<file path="src/rtl/uart_pkg.sv">
// Shared definitions for the UART receive frame controller.
// Latency: n/a (types and constants only).
// Backpressure: n/a.
// Contents: 2-bit FSM state encoding and the default frame geometry.
package uart_pkg;

  typedef enum logic [1:0] {
    IDLE   = 2'd0,
    DATA   = 2'd1,
    PARITY = 2'd2,
    STOP   = 2'd3
  } state_e;

  localparam int DEF_OVERSAMPLE = 16;
  localparam int DEF_DATA_BITS  = 8;

endpackage

</file>
<file path="src/rtl/uart_rx_frame_ctrl_if.sv">
// Receive-side bundle between start detector / serial line, frame controller and host.
// Latency: n/a (wiring only).
// Backpressure: rx_valid is a level held until the host pulses rx_ack.
// Modports: master = frame controller (drives rx_data, rx_valid, error pulses, busy);
//           slave  = environment (drives rx_in, start_detected, rx_ack).
interface uart_rx_frame_ctrl_if #(
  parameter int DATA_BITS = 8
);
  logic                 rx_in;
  logic                 start_detected;
  logic                 rx_ack;
  logic [DATA_BITS-1:0] rx_data;
  logic                 rx_valid;
  logic                 frame_err;
  logic                 parity_err;
  logic                 overrun;
  logic                 busy;

  modport master (
    input  rx_in, start_detected, rx_ack,
    output rx_data, rx_valid, frame_err, parity_err, overrun, busy
  );

  modport slave (
    output rx_in, start_detected, rx_ack,
    input  rx_data, rx_valid, frame_err, parity_err, overrun, busy
  );
endinterface

</file>
<file path="src/rtl/uart_rx_bit_timer.sv">
// Bit timer: counts OVERSAMPLE ticks per bit and tracks how many data bits were sampled.
// Latency: sample_strobe is combinational from the registered tick count (every OVERSAMPLE ticks).
// Backpressure: none; clear dominates enable.
// Ports: baud_clk/rst, clear (hold counters at 0), enable (count), sample_strobe (tick top
//        reached this cycle), last_bit (the strobe, if any, samples the final data bit).
module uart_rx_bit_timer
  import uart_pkg::*;
#(
  parameter int OVERSAMPLE = DEF_OVERSAMPLE,
  parameter int DATA_BITS  = DEF_DATA_BITS
) (
  input  logic baud_clk,
  input  logic rst,
  input  logic clear,
  input  logic enable,
  output logic sample_strobe,
  output logic last_bit
);
  localparam int TW = $clog2(OVERSAMPLE);
  localparam int IW = $clog2(DATA_BITS + 1);

  localparam logic [TW-1:0] TICK_TOP = TW'(OVERSAMPLE - 1);
  localparam logic [IW-1:0] IDX_LAST = IW'(DATA_BITS - 1);
  localparam logic [IW-1:0] IDX_END  = IW'(DATA_BITS);

  logic [TW-1:0] tick_cnt_q, tick_cnt_d;
  logic [IW-1:0] bit_idx_q, bit_idx_d;

  always_comb begin
    tick_cnt_d = tick_cnt_q;
    bit_idx_d  = bit_idx_q;
    if (clear) begin
      tick_cnt_d = '0;
      bit_idx_d  = '0;
    end else if (enable) begin
      if (tick_cnt_q == TICK_TOP) begin
        tick_cnt_d = '0;
        // Saturate once all data bits are in; parity/stop samples reuse the tick count only.
        if (bit_idx_q != IDX_END) begin
          bit_idx_d = bit_idx_q + 1'b1;
        end
      end else begin
        tick_cnt_d = tick_cnt_q + 1'b1;
      end
    end
  end

  always_ff @(posedge baud_clk or posedge rst) begin
    if (rst) begin
      tick_cnt_q <= '0;
      bit_idx_q  <= '0;
    end else begin
      tick_cnt_q <= tick_cnt_d;
      bit_idx_q  <= bit_idx_d;
    end
  end

  assign sample_strobe = enable & ~clear & (tick_cnt_q == TICK_TOP);
  assign last_bit      = (bit_idx_q == IDX_LAST);

endmodule

</file>
<file path="src/rtl/uart_rx_frame_ctrl.sv">
// Receive frame sequencer: on a start edge, samples DATA_BITS bits LSB first at mid-bit, checks stop, hands byte to host.
// Latency: stop sampled at T0 + OVERSAMPLE*(DATA_BITS+1) (+OVERSAMPLE with parity); rx_valid/errors update on that edge.
// Backpressure: rx_valid holds until rx_ack; a byte completing while rx_valid is held (no ack) is dropped with an overrun pulse.
// Ports: baud_clk (16x clock), rst (async, active-high), bus (master modport: rx_in, start_detected, rx_ack in;
//        rx_data, rx_valid, frame_err, parity_err, overrun, busy out).
// Optional feature: define UART_RX_PARITY_EN to insert a parity bit between data and stop (PARITY_ODD selects odd).
module uart_rx_frame_ctrl
  import uart_pkg::*;
#(
  parameter int DATA_BITS  = DEF_DATA_BITS,
  parameter int OVERSAMPLE = DEF_OVERSAMPLE,
  parameter bit PARITY_ODD = 1'b0
) (
  input logic                baud_clk,
  input logic                rst,
  uart_rx_frame_ctrl_if.master bus
);

  state_e               state_q, state_d;
  logic                 start_q;
  logic                 trigger;
  logic                 timer_clear, timer_en;
  logic                 sample_strobe, last_bit;
  logic [DATA_BITS-1:0] shift_q, shift_d;
  logic [DATA_BITS-1:0] rx_data_q, rx_data_d;
  logic                 rx_valid_q, rx_valid_d;
  logic                 frame_err_q, frame_err_d;
  logic                 overrun_q, overrun_d;
`ifdef UART_RX_PARITY_EN
  logic                 par_bad_q, par_bad_d;
  logic                 parity_err_q, parity_err_d;
`endif

  // Only a fresh rising edge starts a frame; start_q resets high so a detect
  // already asserted during reset is not mistaken for a new start.
  assign trigger = bus.start_detected & ~start_q;

  assign timer_clear = (state_q == IDLE);
  assign timer_en    = ~timer_clear;

  uart_rx_bit_timer #(
    .OVERSAMPLE (OVERSAMPLE),
    .DATA_BITS  (DATA_BITS)
  ) u_bit_timer (
    .baud_clk      (baud_clk),
    .rst           (rst),
    .clear         (timer_clear),
    .enable        (timer_en),
    .sample_strobe (sample_strobe),
    .last_bit      (last_bit)
  );

  // State register
  always_ff @(posedge baud_clk or posedge rst) begin
    if (rst) begin
      state_q <= IDLE;
    end else begin
      state_q <= state_d;
    end
  end

  // Next-state logic
  always_comb begin
    state_d = state_q;
    case (state_q)
      IDLE: begin
        if (trigger) state_d = DATA;
      end
      DATA: begin
        if (sample_strobe && last_bit) begin
`ifdef UART_RX_PARITY_EN
          state_d = PARITY;
`else
          state_d = STOP;
`endif
        end
      end
`ifdef UART_RX_PARITY_EN
      PARITY: begin
        if (sample_strobe) state_d = STOP;
      end
`endif
      STOP: begin
        if (sample_strobe) state_d = IDLE;
      end
      default: state_d = IDLE;
    endcase
  end

  // Output / datapath logic
  always_comb begin
    shift_d     = shift_q;
    rx_data_d   = rx_data_q;
    // An ack only matters while a byte is pending.
    rx_valid_d  = rx_valid_q & ~bus.rx_ack;
    frame_err_d = 1'b0;
    overrun_d   = 1'b0;
`ifdef UART_RX_PARITY_EN
    par_bad_d    = par_bad_q;
    parity_err_d = 1'b0;
`endif
    case (state_q)
      IDLE: begin
`ifdef UART_RX_PARITY_EN
        par_bad_d = 1'b0;
`endif
      end
      DATA: begin
        // LSB arrives first, so shifting right with new bits at the MSB
        // leaves the byte in natural order after DATA_BITS samples.
        if (sample_strobe) shift_d = {bus.rx_in, shift_q[DATA_BITS-1:1]};
      end
`ifdef UART_RX_PARITY_EN
      PARITY: begin
        if (sample_strobe) par_bad_d = ((^shift_q) ^ PARITY_ODD) != bus.rx_in;
      end
`endif
      STOP: begin
        if (sample_strobe) begin
          if (!bus.rx_in) begin
            frame_err_d = 1'b1;
`ifdef UART_RX_PARITY_EN
            parity_err_d = par_bad_q;
`endif
          end
`ifdef UART_RX_PARITY_EN
          else if (par_bad_q) begin
            parity_err_d = 1'b1;
          end
`endif
          else if (!rx_valid_q || bus.rx_ack) begin
            // Same-cycle ack frees the holding register for the new byte.
            rx_data_d  = shift_q;
            rx_valid_d = 1'b1;
          end else begin
            overrun_d = 1'b1;
          end
        end
      end
      default: ;
    endcase
  end

  always_ff @(posedge baud_clk or posedge rst) begin
    if (rst) begin
      start_q     <= 1'b1;
      shift_q     <= '0;
      rx_data_q   <= '0;
      rx_valid_q  <= 1'b0;
      frame_err_q <= 1'b0;
      overrun_q   <= 1'b0;
    end else begin
      start_q     <= bus.start_detected;
      shift_q     <= shift_d;
      rx_data_q   <= rx_data_d;
      rx_valid_q  <= rx_valid_d;
      frame_err_q <= frame_err_d;
      overrun_q   <= overrun_d;
    end
  end

`ifdef UART_RX_PARITY_EN
  always_ff @(posedge baud_clk or posedge rst) begin
    if (rst) begin
      par_bad_q    <= 1'b0;
      parity_err_q <= 1'b0;
    end else begin
      par_bad_q    <= par_bad_d;
      parity_err_q <= parity_err_d;
    end
  end

  assign bus.parity_err = parity_err_q;
`else
  // Parity checking is compiled out, so PARITY_ODD has no effect here.
  assign bus.parity_err = PARITY_ODD & 1'b0;
`endif

  assign bus.rx_data   = rx_data_q;
  assign bus.rx_valid  = rx_valid_q;
  assign bus.frame_err = frame_err_q;
  assign bus.overrun   = overrun_q;
  assign bus.busy      = (state_q != IDLE);

endmodule

</file>
<file path="src/flat_wrapper.sv">
// flat-port wrapper written by rule: the top's interface ports become plain ports
module uart_rx_frame_ctrl_flat import uart_pkg::*;
#(
  parameter int DATA_BITS  = DEF_DATA_BITS,
  parameter int OVERSAMPLE = DEF_OVERSAMPLE,
  parameter bit PARITY_ODD = 1'b0
)
  (baud_clk, rst, bus_rx_in, bus_start_detected, bus_rx_ack, bus_rx_data, bus_rx_valid, bus_frame_err, bus_parity_err, bus_overrun, bus_busy);
  uart_rx_frame_ctrl_if #(.DATA_BITS(DATA_BITS)) bus_i ();
  input logic baud_clk;
  input logic rst;
  input wire logic [$bits(bus_i.rx_in)-1:0] bus_rx_in;
  input wire logic [$bits(bus_i.start_detected)-1:0] bus_start_detected;
  input wire logic [$bits(bus_i.rx_ack)-1:0] bus_rx_ack;
  output wire logic [$bits(bus_i.rx_data)-1:0] bus_rx_data;
  output wire logic [$bits(bus_i.rx_valid)-1:0] bus_rx_valid;
  output wire logic [$bits(bus_i.frame_err)-1:0] bus_frame_err;
  output wire logic [$bits(bus_i.parity_err)-1:0] bus_parity_err;
  output wire logic [$bits(bus_i.overrun)-1:0] bus_overrun;
  output wire logic [$bits(bus_i.busy)-1:0] bus_busy;
  assign bus_i.rx_in = bus_rx_in;
  assign bus_i.start_detected = bus_start_detected;
  assign bus_i.rx_ack = bus_rx_ack;
  assign bus_rx_data = bus_i.rx_data;
  assign bus_rx_valid = bus_i.rx_valid;
  assign bus_frame_err = bus_i.frame_err;
  assign bus_parity_err = bus_i.parity_err;
  assign bus_overrun = bus_i.overrun;
  assign bus_busy = bus_i.busy;
  uart_rx_frame_ctrl #(.DATA_BITS(DATA_BITS), .OVERSAMPLE(OVERSAMPLE), .PARITY_ODD(PARITY_ODD)) u_core (.baud_clk(baud_clk), .rst(rst), .bus(bus_i));
endmodule
</file>
<file path="config.mk">
export PLATFORM = sky130hd
export DESIGN_NAME = uart_rx_frame_ctrl_flat
export DESIGN_NICKNAME = d
export VERILOG_FILES = /design/src/rtl/uart_pkg.sv /design/src/rtl/uart_rx_frame_ctrl_if.sv /design/src/rtl/uart_rx_bit_timer.sv /design/src/rtl/uart_rx_frame_ctrl.sv /design/src/flat_wrapper.sv
export SDC_FILE = /design/constraint.sdc
export NUM_CORES = 1
export LEC_CHECK = 0
export BUFFER_PORTS_ARGS = -buffer_cell sky130_fd_sc_hd__buf_2
export CAP_MARGIN = 15
export CELL_PAD_IN_SITES_DETAIL_PLACEMENT = 0
export CELL_PAD_IN_SITES_GLOBAL_PLACEMENT = 1
export CORE_MARGIN = 10
export CORE_UTILIZATION = 40
export CTS_CLUSTER_DIAMETER = 80
export DETAILED_ROUTE_END_ITERATION = 6
export MAX_ROUTING_LAYER = met4
export PLACE_DENSITY = 0.83
export SLEW_MARGIN = 25
export SYNTH_ARGS = -nofsm -noshare
export SYNTH_HDL_FRONTEND = slang
export SYNTH_SLANG_ARGS = --single-unit
</file>
<file path="constraint.sdc">
create_clock -name baud_clk -period 1.9 [get_ports baud_clk]
set_clock_uncertainty 0.2 [all_clocks]
set_input_delay 0.19 -clock baud_clk [delete_from_list [all_inputs] [get_ports baud_clk]]
set_output_delay 0.19 -clock baud_clk [all_outputs]
set_load 0.005 [all_outputs]
</file>
==> flow_metrics.env <==
export IMPL_status="completed"
export IMPL_ant_nets=0
export IMPL_min_from="u_core.u_bit_timer.tick_cnt_q[0]"
export IMPL_yosysSeqAreaShare=0.585
export IMPL_clock_root_buffer="clkbuf_4"
export IMPL_cts_inserted_buffers=5
export IMPL_synth_area_sq_mm=0.00128
export IMPL_die_area_sq_mm=0.00588
export IMPL_layout_min_cycle_time_ns=1.78
export IMPL_dpl_cell_area_sq_mm=0.00146
export IMPL_r2r_slack_ns=0.12
export IMPL_cts_tree="done"
export IMPL_finalSetupViolCount=0
export IMPL_finalSetupTns_ns=0
export IMPL_firstDrtPassIters=4
export IMPL_worstPathRequired_ns=1.92
export IMPL_start_util=0.421
export IMPL_die_w_microns=76.7
export IMPL_synth_cell_types=29
export IMPL_path_class="flip-flop to flip-flop"
export IMPL_synth_largest_area_cell="dfrtp_1"
export IMPL_clock_path_buffers=2
export IMPL_max_freq_mhz=560
export IMPL_yosysWarnings=0
export IMPL_track_usage=0.0914
export IMPL_synth_seq_cells=30
export IMPL_cp_end_kind="flip-flop"
export IMPL_grt_pass1_wl_microns=4260
export IMPL_cp_max_fo=7
export IMPL_vias_per_cell=4.84
export IMPL_synth_flop_cell="dfrtp_1"
export IMPL_wl_microns=2250
export IMPL_period_share=0.939
export IMPL_crit_buf_inv=1
export IMPL_vias=856
export IMPL_power_w=0.00187
export IMPL_grt_busiest_layer="met2"
export IMPL_place_gp_congestion=0.711
export IMPL_cap_violations=0
export IMPL_grt_use_met1=0.0934
export IMPL_cp_slowest_cell="dfrtp_1"
export IMPL_post_cts_resized=0
export IMPL_async_reset_ff_frac=1.00
export IMPL_leakagePower_nw=0.791
export IMPL_syn2layout_area_growth_pct=25.8
export IMPL_reg2reg_from="u_core.u_bit_timer.tick_cnt_q[0]"
export IMPL_crit_arrival_ns=1.80
export IMPL_p_per_area_mw_per_mm2=1150
export IMPL_max_stage_delay_ns=0.39
export IMPL_core_area_sq_mm=0.00305
export IMPL_hpwl_microns=1660
export IMPL_cp_top_family="flip-flops"
export IMPL_drt_wirelength_per_cell_microns=12.7
export IMPL_grt_pass1_vias=939
export IMPL_grt_max_degree=31
export IMPL_syn_area_per_cell_sq_um=12.7
export IMPL_die_h_microns=76.7
export IMPL_port_buffers=16
export IMPL_drcViolationCount=0
export IMPL_overflow=0
export IMPL_antenna_found_initial=0
export IMPL_hold_path_cell_count=1
export IMPL_stdcell_area_sq_mm=0.00162
export IMPL_whs_ns=0.290
export IMPL_synthTopCellsByArea="dfrtp_1 56%, mux2_2 14%, ha_1 2.9%, nor3b_4 2.9%, a21oi_1 2.7%"
export IMPL_met2_usage=0.143
export IMPL_drt_iter0_drc=21
export IMPL_syn_nets=109
export IMPL_synth_edf_count=0
export IMPL_min_path_type="flip-flop to flip-flop"
export IMPL_met3_usage=0.0490
export IMPL_antenna_cells=0
export IMPL_synthCells=101
export IMPL_drive_gt1_frac=0.391
export IMPL_clkSinkCount=30
export IMPL_vdd_drop_max_mv=0.852
export IMPL_r2r_cells=5
export IMPL_slew_violations=0
export IMPL_insertion_delay_ns=0.33
export IMPL_rows=20
export IMPL_cts_clk_slew_worst_paths_ns=0.09
export IMPL_io_pins=18
export IMPL_rr_endpoint="u_core.shift_q[1]"
export IMPL_cts_max_level=2
export IMPL_hold_path_end="u_core.u_bit_timer.tick_cnt_q[0]"
export IMPL_nets=140
export IMPL_timing_critical_path_cells="ha_1 > nand3_4 > nor3b_4 > buf_4 > mux2_2"
export IMPL_synth_top_area_frac=0.565
export IMPL_hold_viol_final=0
export IMPL_crit_path_start_kind="flip-flop"
synth_stat cells, types with 2 or more instances:
library cell	count
a21oi_1	7
buf_4	2
dfrtp_1	29
ha_1	3
inv_1	6
mux2_2	16
nand2_1	4
nand3_1	3
nor2_1	5
nor3_1	2
nor3b_4	2
o21ai_0	4
or3_1	2
flip-flops by register name, summed over array words and instances, names as in the netlist:
signal,flops
u_core.bus.rx_data,8
u_core.shift_q,8
u_core.u_bit_timer.bit_idx_q,4
u_core.u_bit_timer.tick_cnt_q,4
u_core.state_q,2
u_core.bus.frame_err,1
u_core.bus.overrun,1
u_core.bus.rx_valid,1
u_core.start_q,1
per-stage QoR:
stage,worst slack [ns],util,cells
final,0.116,0.530,177
after global routing,-0.00137,0.530,177
after CTS,0.0517,0.527,176
after detailed placement,0.0677,0.477,164
after global placement,0.0957,0.477,164
after floorplan,0.122,-,101
timing repair:
item	4_1_cts	5_1_grt
hold buffers	4	0
endpoints found under the setup margin	0	8
buffers inserted	0	1
hold endpoints to repair	34	0
cells by family after synthesis:
logic type,after synthesis,synth area share
DFF,30,0.585
and+or+nand+nor,27,0.142
muxes,16,0.140
AOI/OAI and AO/OA,14,0.0604
buffers and inverters,9,0.0331
adders and majority gates,3,0.0292
other,1,0.00292
xor gates and xnor gates,1,0.00682
layer usage:
layer	routed length, microns	share of wire
met1	948	0.42
met2	1110	0.49
met3	146	0.065
met4	43	0.019
met5	0	0
worst max-delay path by stage:
| stage | start | to | slack, ns | cells after the start |
|---|---|---|---|---|
| finish | u_core.u_bit_timer.tick_cnt_q[0] | u_core.shift_q[1] | 0.12 | 5 |
| global route | u_core.u_bit_timer.tick_cnt_q[0] | u_core.shift_q[1] | -0.001 | 5 |
| CTS | u_core.u_bit_timer.tick_cnt_q[0] | u_core.shift_q[1] | 0.05 | 4 |
| detailed placement | u_core.u_bit_timer.tick_cnt_q[0] | u_core.shift_q[2] | 0.07 | 4 |
| global placement | u_core.u_bit_timer.tick_cnt_q[0] | u_core.shift_q[0] | 0.1 | 4 |
| floorplan | u_core.u_bit_timer.tick_cnt_q[0] | u_core.bus.rx_data[0] | 0.12 | 4 |
layout make-up:
| type | instances | area [sq um] |
|---|---|---|
| clock buffer | 6 | 51.3 |
| clock inverter | 2 | 60.1 |
| fill | 279 | 1440 |
| inverter | 6 | 22.5 |
| multi-input combinational | 62 | 490 |
| sequential | 30 | 752 |
| tap | 44 | 55.1 |
| timing repair buffer | 27 | 185 |
cell usage in the layout, fill, tap and decap left out, drive strengths merged:
master / Yosys / final
a21boi: 1 / 1
a21oi: 7 / 7
and2: 1 / 1
and3: 1 / 1
and3b: 1 / 1
buf: 3 / 23
bufinv: 0 / 2
clkbuf: 0 / 6
conb: 1 / 1
dfrtp: 29 / 29
dfstp: 1 / 1
dlygate4sd3: 0 / 4
ha: 3 / 3
inv: 6 / 6
mux2: 16 / 16
nand2: 4 / 4
nand2b: 1 / 1
nand3: 4 / 4
nand4: 1 / 1
nand4b: 1 / 1
nor2: 5 / 5
nor3: 2 / 2
nor3b: 3 / 3
o211ai: 1 / 1
o21ai: 4 / 4
o31ai: 1 / 1
or2: 1 / 1
or3: 2 / 2
xnor2: 1 / 1
power breakdown:
part,internal (W),total (W),switching [W]
clock,0.000446,0.000665,0.000219
sequential,0.000748,0.000858,0.000110
combinational,0.000184,0.000342,0.000157
No activity file was read; power rests on OpenSTA's default activity.
